## config.mk

```make
export PLATFORM = sky130hd
export DESIGN_NAME = imem_loader
export DESIGN_NICKNAME = d
export VERILOG_FILES = /design/src/rtl/cpu_pkg.sv /design/src/rtl/imem_loader_word_assembler.sv /design/src/rtl/imem_loader.sv
export SDC_FILE = /design/constraint.sdc
export NUM_CORES = 1
export LEC_CHECK = 0
export BUFFER_PORTS_ARGS = -buffer_cell sky130_fd_sc_hd__buf_2
export CORE_MARGIN = 4
export CORE_UTILIZATION = 30
export CTS_BUF_LIST = sky130_fd_sc_hd__clkbuf_4
export DETAILED_ROUTE_END_ITERATION = 8
export PLACE_DENSITY = 0.47
export SYNTH_ARGS = -nofsm -noshare
export SYNTH_HDL_FRONTEND = slang
export SYNTH_SLANG_ARGS = --single-unit
export TNS_END_PERCENT = 50
```

## constraint.sdc

```tcl
create_clock -name clk -period 2.3 [get_ports clk]
set_input_delay 0.46 -clock clk [delete_from_list [all_inputs] [get_ports clk]]
set_output_delay 0.46 -clock clk [all_outputs]
set_load 0.02 [all_outputs]
```

## src/rtl/cpu_pkg.sv

```systemverilog
// Shared CPU types: boot loader state encoding and stream constants.
// IMEM_LOADER_CHECKSUM_EN adds the trailing checksum state.
package cpu_pkg;

   localparam int IMEM_HDR_BYTES = 4;

   typedef enum logic [2:0] {
      LD_HDR  = 3'd0,
      LD_DATA = 3'd1,
`ifdef IMEM_LOADER_CHECKSUM_EN
      LD_CSUM = 3'd2,
`endif
      LD_DONE = 3'd3,
      LD_ERR  = 3'd4
   } loader_state_t;

endpackage

```

## src/rtl/imem_loader_word_assembler.sv

```systemverilog
// Little-endian byte-to-word packer shared by header and payload phases.
// The word is presented combinationally on the edge taking its last byte.
module word_assembler
   import cpu_pkg::*;
(
   input  logic        clk,
   input  logic        rst_n,
   input  logic        en,
   input  logic [7:0]  din,
   output logic [31:0] word,
   output logic        word_done
);

   logic [1:0]  cnt;
   logic [23:0] sh;

   always_ff @(posedge clk or negedge rst_n) begin
      if (!rst_n) begin
         cnt <= 2'd0;
         sh  <= 24'd0;
      end else if (en) begin
         cnt <= cnt + 2'd1;
         sh  <= {din, sh[23:8]};
      end
   end

   assign word      = {din, sh};
   assign word_done = en && (cnt == 2'(IMEM_HDR_BYTES - 1));

endmodule

```

## src/rtl/imem_loader.sv

```systemverilog
// Boot-time instruction memory writer; holds the core in reset until loaded.
// Define IMEM_LOADER_CHECKSUM_EN to require a trailing XOR checksum byte.
module imem_loader
   import cpu_pkg::*;
#(
   parameter int DEPTH = 256
) (
   input  logic        clk,
   input  logic        rst_n,
   input  logic        s_valid,
   output logic        s_ready,
   input  logic [7:0]  s_data,
   output logic        imem_we,
   output logic [31:0] imem_waddr,
   output logic [31:0] imem_wdata,
   output logic        cpu_rst_n,
   output logic        done,
   output logic        error
);

   localparam int AW  = $clog2(DEPTH);
   localparam int PAD = 32 - AW - 3;

`ifdef IMEM_LOADER_CHECKSUM_EN
   localparam loader_state_t LD_FIN = LD_CSUM;
`else
   localparam loader_state_t LD_FIN = LD_DONE;
`endif

   loader_state_t state, state_nxt;

   logic [AW:0]  word_idx;
   logic [AW:0]  n_words;
   logic         accept;
   logic         asm_en;
   logic [31:0]  word;
   logic         word_done;
   logic         last_word;
   logic         data_wr;
   logic         ready_nxt;
   logic         busy_nxt;

   assign accept    = s_valid && s_ready;
   assign asm_en    = accept && (state == LD_HDR || state == LD_DATA);
   assign last_word = (word_idx == n_words - {{AW{1'b0}}, 1'b1});
   assign data_wr   = (state == LD_DATA) && word_done;

   word_assembler u_asm (
      .clk       (clk),
      .rst_n     (rst_n),
      .en        (asm_en),
      .din       (s_data),
      .word      (word),
      .word_done (word_done)
   );

`ifdef IMEM_LOADER_CHECKSUM_EN
   logic [7:0] csum;

   always_ff @(posedge clk or negedge rst_n) begin
      if (!rst_n) begin
         csum <= 8'd0;
      end else if (accept && state == LD_DATA) begin
         csum <= csum ^ s_data;
      end
   end
`else
   // Last write is held one cycle so done trails the final imem_we pulse.
   logic wr_last;

   always_ff @(posedge clk or negedge rst_n) begin
      if (!rst_n) begin
         wr_last <= 1'b0;
      end else if (data_wr && last_word) begin
         wr_last <= 1'b1;
      end
   end
`endif

   always_comb begin
      state_nxt = state;
      unique case (state)
         LD_HDR: begin
            if (word_done) begin
               if (word > 32'(DEPTH)) begin
                  state_nxt = LD_ERR;
               end else if (word == 32'd0) begin
                  state_nxt = LD_FIN;
               end else begin
                  state_nxt = LD_DATA;
               end
            end
         end
         LD_DATA: begin
`ifdef IMEM_LOADER_CHECKSUM_EN
            if (word_done && last_word) begin
               state_nxt = LD_CSUM;
            end
`else
            if (wr_last) begin
               state_nxt = LD_DONE;
            end
`endif
         end
`ifdef IMEM_LOADER_CHECKSUM_EN
         LD_CSUM: begin
            if (accept) begin
               state_nxt = (s_data == csum) ? LD_DONE : LD_ERR;
            end
         end
`endif
         default: state_nxt = state;
      endcase
   end

   always_comb begin
      busy_nxt = (state_nxt == LD_HDR) || (state_nxt == LD_DATA);
`ifdef IMEM_LOADER_CHECKSUM_EN
      busy_nxt = busy_nxt || (state_nxt == LD_CSUM);
      ready_nxt = busy_nxt;
`else
      ready_nxt = busy_nxt && !(data_wr && last_word) && !wr_last;
`endif
   end

   always_ff @(posedge clk or negedge rst_n) begin
      if (!rst_n) begin
         state    <= LD_HDR;
         word_idx <= '0;
         n_words  <= '0;
      end else begin
         state <= state_nxt;
         if (state == LD_HDR && word_done) begin
            n_words <= word[AW:0];
         end
         if (data_wr) begin
            word_idx <= word_idx + {{AW{1'b0}}, 1'b1};
         end
      end
   end

   always_ff @(posedge clk or negedge rst_n) begin
      if (!rst_n) begin
         s_ready    <= 1'b0;
         imem_we    <= 1'b0;
         imem_waddr <= 32'd0;
         imem_wdata <= 32'd0;
         cpu_rst_n  <= 1'b0;
         done       <= 1'b0;
         error      <= 1'b0;
      end else begin
         s_ready   <= ready_nxt;
         imem_we   <= data_wr;
         cpu_rst_n <= (state_nxt == LD_DONE);
         done      <= (state_nxt == LD_DONE);
         error     <= (state_nxt == LD_ERR);
         if (data_wr) begin
            imem_waddr <= {{PAD{1'b0}}, word_idx, 2'b00};
            imem_wdata <= word;
         end
      end
   end

endmodule

```

Word-level counts from Yosys, hierarchy flattened
Index checks and enable logic that the tools add are counted.

Add/subtract/negate cells: 3. $lt $le $gt $ge: 1. Equal/unequal tests: 6. Muxes and demuxes: 5. Reductions and logical operators: 15.

Operator list (number): 32-bit by 9-bit greater-than comparator with 1-bit output, second input constant (1); 32-bit zero test (1); 9-bit by 1-bit adder with 9-bit output, second input constant (1); 9-bit == test (1); 3-bit 2-to-1 mux (3); 9-bit by 1-bit subtractor with 9-bit output, second input constant (1); 1-bit logical AND (8); 3-bit by 1-bit == test with 1-bit output, second input constant (2); 3-bit zero test (2); 3-bit one-hot mux with 2 select lines (1); 3-bit by 2-bit == test with 1-bit output, second input constant (1); 3-bit == test, second input constant (1); 2-bit by 1-bit adder with 2-bit output, second input constant (1); 2-bit == test, second input constant (1); 1-bit zero test (2); 1-bit logical OR (2); 2-bit 2-to-1 mux (1).

Flip-flop bits (word level): 93. Output and inout bits: 69.

Depth between registers and ports, before layout
Depth in word-level cells: 10. Depth in mapped cells: 7. Gate-level depth less buffers: 7.

Hierarchy
Synthesis repeated with hierarchy kept, for this count alone.

Cell total of the unflattened synthesis: 309. Area total of the unflattened synthesis: 4234.1 um2.

Modules (own cells, without submodules): imem_loader (instances 1, cells an instance 244, area each 3095.5 um2, seq. area each 1676.6 um2); word_assembler (instances 1, cells an instance 65, area each 1138.6 um2, seq. area each 650.6 um2).

Worst setup path before layout
Ideal clock, no wire load.

Kind: register to register. From: reg n_words[0]. To: reg s_ready. Data arrival time: 2.010 ns. Required time: 2.180 ns. Slack: 0.170 ns. Stages on the path, launching flop included: 8. Path through: dfrtp_1 inv_1 ha_1 or3b_1 or4_1 a22oi_1 o2111ai_1 and3b_1.

Word-level cells in the longest chain between the ends: 6.

RTL lines: start, declared (RTL line imem_loader.sv:33) `logic [AW:0] n_words;`; start signal, assigned (RTL line imem_loader.sv:134) `n_words <= word[AW:0];`; 9-bit by 1-bit subtractor with 9-bit output (RTL line imem_loader.sv:45) `assign last_word = (word_idx == n_words - {{AW{1'b0}}, 1'b1});`; 9-bit == test (RTL line imem_loader.sv:45); 1-bit logical AND (RTL line imem_loader.sv:122) `ready_nxt = busy_nxt && !(data_wr && last_word) && !wr_last;`; 1-bit zero test (RTL line imem_loader.sv:122); 1-bit logical AND (2 in a row) (RTL line imem_loader.sv:122); via ready_nxt (RTL line imem_loader.sv:40) `logic ready_nxt;`; end signal, assigned (RTL line imem_loader.sv:152) `s_ready <= ready_nxt;`; end, declared (RTL line imem_loader.sv:11) `output logic s_ready,`.

The timed path passes the listed nets, and every way through them passes these cells. A chain may end at the register's enable or synchronous reset.

Worst setup path in the final report
From: reg n_words[1]. To: reg s_ready.

Same word-level chain as after synthesis.

==> summary.md <==
| Metric | Value |
|---|---|
| Post-route met1 wirelength | 3.979 mm |
| Post-synthesis sequential area ratio | 57.00% |
| Required time of the critical path | 2660 ps |
| Most common cell after layout, fill and taps aside | dfrtp_1 |
| Max Fclk | 457.5 MHz |
| Pleak | 0.002380 uW |
| Worst Path Buf+Inv | 1 |
| Vias in the first global route | 2540 |
| Dpl hpwl | 5.851 mm |
| Width of the chip | 124.7 um |
| Proportion of layout cells with a drive suffix above 1 | 44.77% |
| Worst-Skew Late Latency | 450 ps |
| Final worst hold slack | 256.9 ps |
| Die boundary height | 124.7 um |
| Pwr dens | 931.7 nW/um2 |
| PortBufs | 56 |
| VDD IR-drop max | 0.3814 mV |
| Compound-cell area share of the yosys netlist | 2.636% |
| Initial antenna violation count | 0 |
| Worst-path maximum fanout | 5 |
| Worst setup path start | n_words[1]$_DFFE_PN0P_ |
| Met3 WL | 480 um |
| Yosys cell types | 41 |
| Most frequent cells in the layout | dfrtp_1, mux2_2, buf_2, conb_1 |
| Yosys warning count | 0 |
| Via Count | 2534 |
| Met2 wire len | 3.620 mm |
| Gr usage total | 10.91% |
| GR Overflow Total | 0 |
| FF+latch count, synth | 93 |
| Via density | 4.616 |
| Post-Synth Adder-Cell Area | 0.9194% |
| # fillers | 1343 |
| Avg WL per Cell | 14.93 um |
| Cells along the critical path | inv_1, ha_2, or3b_4, or4_1, a22oi_2, o2111ai_2, and3b_1 |
| Core area | 13300 um2 |
| RePlAce Congestion | 0.7616 |
| Initial core utilization | 30.71% |
| Top Ports | 80 |
| Post-synth top flop | dfrtp_1 |
| Post-synthesis async set-or-reset flop share | 100.0% |
| Largest net degree at the start of global routing | 36 |
| Detailed Routing Iterations Pass 1 | 4 |
| H-tree depth | 3 |
| Fin Clk Skew | 23.87 ps |
| Slowest CP cell | or4_1 |
| Area delta synth->final | 16.03% |
| CTS Root Cell | clkbuf_4 |
| Nets | 382 |
| DR top layer | met4 |
| Total Neg Setup Slack | 0 ps |
| RSZ-0062 raised after global routing | false |
| Post-route setup slack | 114.1 ps |
| Worst path top cell family by delay | simple AND/OR/NAND/NOR gates |
| Multi-input combinational cell area | 1605 um2 |
| Largest family of logic cells by synthesized area | multiplexers |
| Final ANT Viol Nets | 0 |
| CP max stage delay | 530 ps |
| Clk sinks | 93 |
| Maxcap violations | 0 |
| Num rows | 42 |
| Simple-gate share of the synthesized area | 7.815% |
| Fin. Hold Viols | 0 |
| Multiplexer area fraction after synthesis | 20.96% |
| Pre-CTS setup slack | 58.38 ps |
| CTS tree | done |
| Critical path class | reg -> reg |
| Clock slew at reported path FFs | 170 ps |
| Antenna diodes | 0 |
| Register Area | 2327 um2 |
| Post-Syn Area | 4083 um2 |
| Final setup violation count | 0 |
| Clock Tree Buf Depth | 2 |
| Worst Hold Launch | s_data[3] |
| Final WL | 8.194 mm |
| Post-Syn Instances | 305 |
| # DRC | 0 |
| Synth Area in XOR/XNOR | 4.291% |
| Period utilization | 95.04% |
| Critical Path AT | 2550 ps |
| CP Capture Type | flip-flop |
| Status | completed |
| Worst reg2reg path startpoint | n_words[1]$_DFFE_PN0P_ |
| Synth Area per Inst | 13.39 um2 |
| Startpoint types | flip-flop |
| Hold Crit Class | in -> reg |
| Fin. max-slew vios | 0 |
| Final worst path period need | 2186 ps |
| First-pass GRT wire length | 13.66 mm |
| CTS Buf Count | 9 |
| Die footprint | 15540 um2 |
| Initial DRC count | 112 |
| EDFF count, synth | 0 |
## kinds of logic after synthesis
group | count (synthesis)
AOI/OAI and AO/OA | 16
xor gates and xnor gates | 20
adders and majority gates | 3
buffers and inverters | 42
DFF | 93
muxes | 76
other | 1
and+or+nand+nor | 54
## area by class of cell
type | instances | share of cell area [%]
tap | 176 | 4.649
sequential | 93 | 49.13
timing repair buffer | 67 | 8.294
inverter | 5 | 0.3962
clock inverter | 7 | 2.219
clock buffer | 9 | 1.426
multi-input combinational | 192 | 33.89
## stage by stage
step	total power (uW)	util, %	std cells	area, um2
floorplan	3008	-	327	4165
global placement	3310	33.97	530	4517
detailed placement	3345	33.97	530	4517
CTS	4407	35.35	547	4700
global route	4700	35.63	549	4737
finish	4414	35.63	549	4737
## metal layers
layer / global-route usage [%] / vias up
met5: 0 / -
met4: 3.675 / 0
met3: 3.388 / 11
met2: 16.25 / 77
met1: 15.09 / 1273
li1: - / 1173
## report_power, final
part	switching, uW	leakage (uW)	total [uW]	internal (uW)
combinational	443	0.00107	998	555
sequential	395	0.00122	2350	1960
clock	605	0.0000891	1060	458
## repair_timing
item	4_1_cts	5_1_grt
setup buffers	0	2
endpoints found under the hold margin	32	0
endpoints found under the setup margin	0	1
resized for setup	0	5
hold buffers	1	0
## synthesized netlist by cell type (all sizes together) (2+ instances only)
cell type / number / share of area [%]
or4: 2 / 0.37
nor3: 8 / 0.98
xnor2: 10 / 2.1
a21oi: 4 / 0.49
nor4: 8 / 1.2
buf: 31 / 5.3
nand3: 4 / 0.49
nand2: 8 / 0.74
xor2: 10 / 2.1
dfrtp: 93 / 57
ha: 3 / 0.92
nor2: 4 / 0.37
clkbuf: 6 / 0.55
or3: 4 / 0.61
nand4: 3 / 0.46
mux2: 76 / 21
and3b: 3 / 0.67
o21ai: 2 / 0.25
inv: 5 / 0.46
a31oi: 2 / 0.31
## flip-flops by register name, indices dropped and copies added (netlist names)
register and count:
imem_wdata 32, u_asm.sh 24, imem_waddr 9, n_words 9, word_idx 9, state 3, u_asm.cnt 2, done 1
error 1, imem_we 1, s_ready 1, wr_last 1
## final timing paths
path | cells past startpoint | slack, ps | endpoint
min reg2reg | 1 | 480 | u_asm.cnt[0]$_DFFE_PN0P_
max | 7 | 110 | s_ready$_DFF_PN0_
min in group asynchronous | 2 | 490 | imem_waddr[10]$_DFFE_PN0P_
min | 2 | 260 | u_asm.sh[19]$_DFFE_PN0P_
max reg2reg | 7 | 110 | s_ready$_DFF_PN0_
max in group asynchronous | 3 | 1100 | imem_wdata[23]$_DFFE_PN0P_
## worst reg2reg max path: stages (launching register included)
cell and delay (ps):
dfrtp_1 420, inv_1 60, ha_2 190, or3b_4 390
or4_1 530, a22oi_2 200, o2111ai_2 120, and3b_1 200
Note: power is estimated with default switching activity, not from simulation.
